--- src/rtl/dvid_pkg.sv ---
// Shared constants for the DVI TMDS channel encoders: word and disparity
// widths plus the four control-period codes.
package dvid_pkg;

  localparam int TMDS_W = 10;
  localparam int CNT_W  = 5;

  localparam logic [TMDS_W-1:0] CTRL_00 = 10'b1101010100;
  localparam logic [TMDS_W-1:0] CTRL_01 = 10'b0010101011;
  localparam logic [TMDS_W-1:0] CTRL_10 = 10'b0101010100;
  localparam logic [TMDS_W-1:0] CTRL_11 = 10'b1010101011;

endpackage

--- src/rtl/tmds_popcount8.sv ---
// Number of set bits in an 8-bit vector, used for both the input byte and
// the transition-minimised byte.
module tmds_popcount8 (
  input  logic [7:0] in_bits,
  output logic [3:0] count
);

  // adder chain over the eight input bits
  always_comb begin
    count = 4'd0;
    for (int i = 0; i < 8; i++) begin
      count = count + {3'b000, in_bits[i]};
    end
  end

endmodule

--- src/rtl/tmds_encoder.sv ---
// DVI 1.0 TMDS 8b/10b channel encoder: stage 1 minimises transitions,
// stage 2 applies DC balance against a signed running disparity.
module tmds_encoder
  import dvid_pkg::*;
(
  input  logic              clk_pixel,
  input  logic              reset,
  input  logic [7:0]        in_data,
  input  logic [1:0]        in_c,
  input  logic              in_blank,
  output logic [TMDS_W-1:0] out_tmds,
  output logic              out_blank
);

  logic [3:0]              n1d_s;
  logic [3:0]              n1q_s;
  logic [8:0]              qm_d, qm_q;
  logic [1:0]              c_d, c_q;
  logic                    blank1_d, blank1_q;
  logic signed [CNT_W-1:0] cnt_d, cnt_q;
  logic [TMDS_W-1:0]       tmds_d, tmds_q;
  logic                    blank2_d, blank2_q;

  logic signed [CNT_W:0]   diff_s;
  logic signed [CNT_W:0]   cnt_ext_s;
  logic signed [CNT_W:0]   cnt_next_s;

  tmds_popcount8 u_pop_d (.in_bits(in_data),   .count(n1d_s));
  tmds_popcount8 u_pop_q (.in_bits(qm_q[7:0]), .count(n1q_s));

  // stage 1: choose XOR or XNOR chaining and carry control alongside
  always_comb begin
    logic use_xnor;
    logic [8:0] qm_v;
    use_xnor = (n1d_s > 4'd4) || ((n1d_s == 4'd4) && !in_data[0]);
    qm_v = 9'd0;
    qm_v[0] = in_data[0];
    for (int i = 1; i < 8; i++) begin
      qm_v[i] = use_xnor ? ~(qm_v[i-1] ^ in_data[i]) : (qm_v[i-1] ^ in_data[i]);
    end
    qm_v[8]  = ~use_xnor;
    qm_d     = qm_v;
    c_d      = in_c;
    blank1_d = in_blank;
  end

  // stage 2: DC balance; diff is n1q - n0q, widened so the sum never wraps
  always_comb begin
    diff_s     = $signed({1'b0, n1q_s, 1'b0}) - 6'sd8;
    cnt_ext_s  = {cnt_q[CNT_W-1], cnt_q};
    tmds_d     = CTRL_00;
    cnt_next_s = 6'sd0;
    blank2_d   = blank1_q;
    if (blank1_q) begin
      case (c_q)
        2'b00:   tmds_d = CTRL_00;
        2'b01:   tmds_d = CTRL_01;
        2'b10:   tmds_d = CTRL_10;
        2'b11:   tmds_d = CTRL_11;
        default: tmds_d = CTRL_00;
      endcase
      cnt_next_s = 6'sd0;
    end else if ((cnt_q == 5'sd0) || (diff_s == 6'sd0)) begin
      tmds_d     = {~qm_q[8], qm_q[8], qm_q[8] ? qm_q[7:0] : ~qm_q[7:0]};
      cnt_next_s = qm_q[8] ? (cnt_ext_s + diff_s) : (cnt_ext_s - diff_s);
    end else if (cnt_q[CNT_W-1] == diff_s[CNT_W]) begin
      // both non-zero here, so equal sign bits mean cnt and diff agree in sign
      tmds_d     = {1'b1, qm_q[8], ~qm_q[7:0]};
      cnt_next_s = cnt_ext_s + (qm_q[8] ? 6'sd2 : 6'sd0) - diff_s;
    end else begin
      tmds_d     = {1'b0, qm_q[8], qm_q[7:0]};
      cnt_next_s = cnt_ext_s - (qm_q[8] ? 6'sd0 : 6'sd2) + diff_s;
    end
    cnt_d = cnt_next_s[CNT_W-1:0];
  end

  // pipeline registers; reset makes both stages look like a 00 control period
  always_ff @(posedge clk_pixel) begin
    if (reset) begin
      qm_q     <= 9'd0;
      c_q      <= 2'b00;
      blank1_q <= 1'b1;
      cnt_q    <= 5'sd0;
      tmds_q   <= CTRL_00;
      blank2_q <= 1'b1;
    end else begin
      qm_q     <= qm_d;
      c_q      <= c_d;
      blank1_q <= blank1_d;
      cnt_q    <= cnt_d;
      tmds_q   <= tmds_d;
      blank2_q <= blank2_d;
    end
  end

  assign out_tmds  = tmds_q;
  assign out_blank = blank2_q;

endmodule

--- config.mk ---
export PLATFORM = sky130hd
export DESIGN_NAME = tmds_encoder
export DESIGN_NICKNAME = d
export VERILOG_FILES = /design/src/rtl/dvid_pkg.sv /design/src/rtl/tmds_popcount8.sv /design/src/rtl/tmds_encoder.sv
export SDC_FILE = /design/constraint.sdc
export NUM_CORES = 1
export LEC_CHECK = 0
export BUFFER_PORTS_ARGS = -buffer_cell sky130_fd_sc_hd__buf_4
export CAP_MARGIN = 10
export CORE_MARGIN = 2
export CORE_UTILIZATION = 30
export DETAILED_ROUTE_END_ITERATION = 10
export GPL_TIMING_DRIVEN = 0
export PLACE_DENSITY = 0.57
export SYNTH_ARGS = -nofsm -noshare
export SYNTH_HDL_FRONTEND = slang
export SYNTH_HIERARCHICAL = 1
export SYNTH_SLANG_ARGS = --single-unit
export TNS_END_PERCENT = 10
--- constraint.sdc ---
create_clock -name clk_pixel -period 3.95 [get_ports clk_pixel]
set_input_delay 0.1975 -clock clk_pixel [delete_from_list [all_inputs] [get_ports clk_pixel]]
set_output_delay 0.1975 -clock clk_pixel [all_outputs]
set_load 0.03 [all_outputs]
==> flow_results.xml <==
<?xml version="1.0" encoding="UTF-8"?>
<metrics>
  <group name="outcome">
    <metric name="status" unit="">complete, but fails checks</metric>
    <metric name="failed_checks" unit="">negative setup slack</metric>
  </group>
  <group name="synth">
    <metric name="synth.area.top_cells" unit="">dfxtp_1 (26%), ha_1 (14%), fa_1 (12%)</metric>
    <metric name="ys_ff_latch" unit="">27</metric>
    <metric name="synth_instances" unit="">221</metric>
    <metric name="synth_top_area_cell" unit="">dfxtp_1</metric>
    <metric name="ys_dominant_reg_cell" unit="">dfxtp_1</metric>
    <metric name="synth_nets" unit="">271</metric>
    <metric name="yosys.area.top_type_share" unit="">0.257</metric>
    <metric name="synth_seq_area_share" unit="">0.257</metric>
    <metric name="synth.distinct_cells" unit="">45</metric>
    <metric name="mappedNetlistArea" unit="um^2">2100</metric>
    <metric name="synth_async_sr_flop_share" unit="">0</metric>
    <metric name="synth.avg_cell_area" unit="um^2">9.51</metric>
    <metric name="yosys_warnings" unit="">6</metric>
    <metric name="synth_edf_count" unit="">0</metric>
  </group>
  <group name="setup_path">
    <metric name="rr_worst_depth" unit="">18</metric>
    <metric name="largest_fanout_of_any_net_on_the_critical_path" unit="">4</metric>
    <metric name="critPathArrivalTime" unit="ns">4.45</metric>
    <metric name="nature_of_the_critical_path_endpoint" unit="">flip-flop</metric>
    <metric name="timing_worst_setup_path_type" unit="">reg -&gt; reg</metric>
    <metric name="worstPathRequired" unit="ns">4.10</metric>
    <metric name="setup.worst_path.start_class" unit="">flip-flop</metric>
  </group>
  <group name="drt">
    <metric name="drtAntennaViolNets" unit="">0</metric>
    <metric name="drt-wirelength-per-cell" unit="um">10.9</metric>
    <metric name="drt-pass1-iter-count" unit="">4</metric>
    <metric name="via_per_inst" unit="">4.18</metric>
    <metric name="detail_route.iter0.violations" unit="">46</metric>
    <metric name="totalWireLength" unit="um">3870</metric>
    <metric name="drcViolationCount" unit="">0</metric>
    <metric name="dr_total_vias" unit="">1480</metric>
  </group>
  <group name="clock_tree">
    <metric name="clkLatencyLatePin" unit="ns">0.27</metric>
    <metric name="clk_pin_slew" unit="ns">0.10</metric>
    <metric name="tritoncts" unit="">done</metric>
    <metric name="tritoncts_num_sinks" unit="">27</metric>
    <metric name="cts_made_buffers" unit="">3</metric>
    <metric name="post_cts_hold_buffer_count" unit="">0</metric>
    <metric name="cts.root.buffer_cell" unit="">clkbuf_8</metric>
    <metric name="h_tree_levels" unit="">1</metric>
    <metric name="clk_path_buf_depth" unit="">2</metric>
  </group>
  <group name="layout">
    <metric name="mostFrequentLayoutCells" unit="">inv_1 (37), buf_4 (32), dfxtp_1 (24), xnor2_1 (18), nor2_1 (17)</metric>
    <metric name="final_common_cell" unit="">inv_1</metric>
    <metric name="filler_cell_count" unit="">685</metric>
    <metric name="final_layout_size_suffix_gt1_frac" unit="">0.310</metric>
    <metric name="layout.core_utilization" unit="">0.401</metric>
    <metric name="inserted_diodes" unit="">0</metric>
    <metric name="final_net_count" unit="">309</metric>
    <metric name="syn2layout_area_growth" unit="%">29.6</metric>
  </group>
  <group name="global_routing">
    <metric name="via_count_of_the_first_global_routing_pass" unit="">1518</metric>
    <metric name="grt_antenna_before_repair" unit="">0</metric>
    <metric name="gr_usage_total" unit="">0.111</metric>
    <metric name="grt_first_pass_wirelength" unit="um">6760</metric>
    <metric name="overflow" unit="">0</metric>
    <metric name="pin_count_of_the_biggest_net_entering_global_routing" unit="">18</metric>
  </group>
  <group name="timing">
    <metric name="timing_max_transition_violations_final" unit="">0</metric>
    <metric name="fin_setup_tns" unit="ns">-0.862</metric>
    <metric name="worst-slew-pin-transition" unit="ns">0.502</metric>
    <metric name="hold_viol" unit="">0</metric>
    <metric name="worst_skew" unit="ns">0.00298</metric>
    <metric name="fin_ws" unit="ns">-0.351</metric>
    <metric name="rsz0062_at_grt" unit="">yes</metric>
    <metric name="final_period_utilization" unit="">1.09</metric>
    <metric name="relative_slew_slack" unit="">0.665</metric>
    <metric name="achievable-frequency" unit="MHz">232</metric>
    <metric name="number_of_setup_violations_in_the_final_report" unit="">11</metric>
    <metric name="post-route-min-period" unit="ns">4.30</metric>
  </group>
  <group name="floorplanning">
    <metric name="floorplan.io_pins" unit="">24</metric>
    <metric name="die-area" unit="um^2">7690</metric>
    <metric name="coreArea" unit="um^2">6790</metric>
    <metric name="dieWidth" unit="um">87.7</metric>
    <metric name="die_height" unit="um">87.7</metric>
    <metric name="rows" unit="">30</metric>
    <metric name="floorplan.initialDensity" unit="">0.309</metric>
  </group>
  <group name="min_path">
    <metric name="hold-path-cell-count" unit="">2</metric>
    <metric name="min-delay-path-class" unit="">in -&gt; reg</metric>
  </group>
  <group name="place">
    <metric name="place.port_buffers" unit="">23</metric>
    <metric name="globalplace.congestion" unit="">0.695</metric>
    <metric name="detailedPlacementHpwl" unit="um">3090</metric>
  </group>
  <group name="job">
    <metric name="timing.max_cap.violations" unit="">0</metric>
  </group>
</metrics>
## cell families after synthesis
group | synth area share
buffers and inverters | 0.0911
and+or+nand+nor | 0.116
adders and majority gates | 0.267
AOI/OAI and AO/OA | 0.104
xor gates and xnor gates | 0.145
DFF | 0.257
muxes | 0.0208
## cell type report
class / count / area [um^2] / area share
multi-input combinational: 144 / 1550 / 0.569
sequential: 27 / 544 / 0.200
timing repair buffer: 33 / 264 / 0.0969
inverter: 47 / 181 / 0.0666
tap: 96 / 120 / 0.0441
clock buffer: 3 / 41.3 / 0.0152
buffer: 3 / 15.0 / 0.00551
clock inverter: 1 / 8.76 / 0.00321
## worst paths after layout
path | end | startpoint | slack (ns)
max | cnt_q[4] | qm_q[3] | -0.35
min reg2reg | out_tmds[2] | blank1_q | 0.54
max reg2reg | cnt_q[4] | qm_q[3] | -0.35
min | blank1_q | in_blank | 0.10
## cell usage after synthesis, drive strengths merged, types with 2 or more instances
cell type	n
fa	13
or2	3
xnor2	20
nor3	2
xnor3	2
dfxtp	27
mux2i	2
xor2	7
nor3b	2
a211oi	4
ha	24
a31oi	2
a21oi	8
nand2	5
nor2	17
inv	47
a311oi	2
and3	2
nor2b	6
o21ai	10
clkbuf	2
## layer usage
metal  vias up  GRT usage  wire [um]
met3         2     0.0170         75
met2        17      0.190       1820
li1        775          -          -
met4         0     0.0294         34
met1       686      0.145       1940
met5         -          0          0
## registers in the layout, indices dropped and copies added (netlist names)
| name | cells |
|---|---|
| cnt_q | 4 |
| out_tmds | 10 |
| qm_q | 9 |
| out_blank | 1 |
| c_q | 2 |
| blank1_q | 1 |
## worst max-delay path, cell delays in order (launching register included)
cell and delay [ns]:
dfxtp_2 0.35, inv_2 0.04, fa_1 0.49, fa_1 0.54, fa_1 0.42, inv_2 0.08
ha_4 0.14, inv_2 0.04, fa_2 0.52, inv_2 0.05, inv_4 0.08, ha_4 0.20
mux2_4 0.30, ha_4 0.21, a21o_1 0.16, a21oi_2 0.15, xnor3_1 0.22, nor2_1 0.15
a311oi_2 0.05
## metrics by stage
step                instances  setup WS (ns)  instance area (um^2)  hold WS [ns]
floorplan                 221         -0.240                  2190         0.269
global placement          340         -0.508                  2490         0.388
detailed placement        340         -0.570                  2490         0.387
CTS                       352         -0.326                  2680        0.0930
global route              354         -0.510                  2730        0.0879
finish                    354         -0.351                  2730         0.100
## timing repair
action | in CTS | in global routing
resized for setup | 13 | 6
buffers inserted | 8 | 2
endpoints found under the setup margin | 13 | 13
endpoints found under the hold margin | 0 | 0
pin swaps | 18 | 8
Power is left out: the tool's default activity adds up to more than one toggle a clock period on the data nets, which glitch-free logic cannot reach.
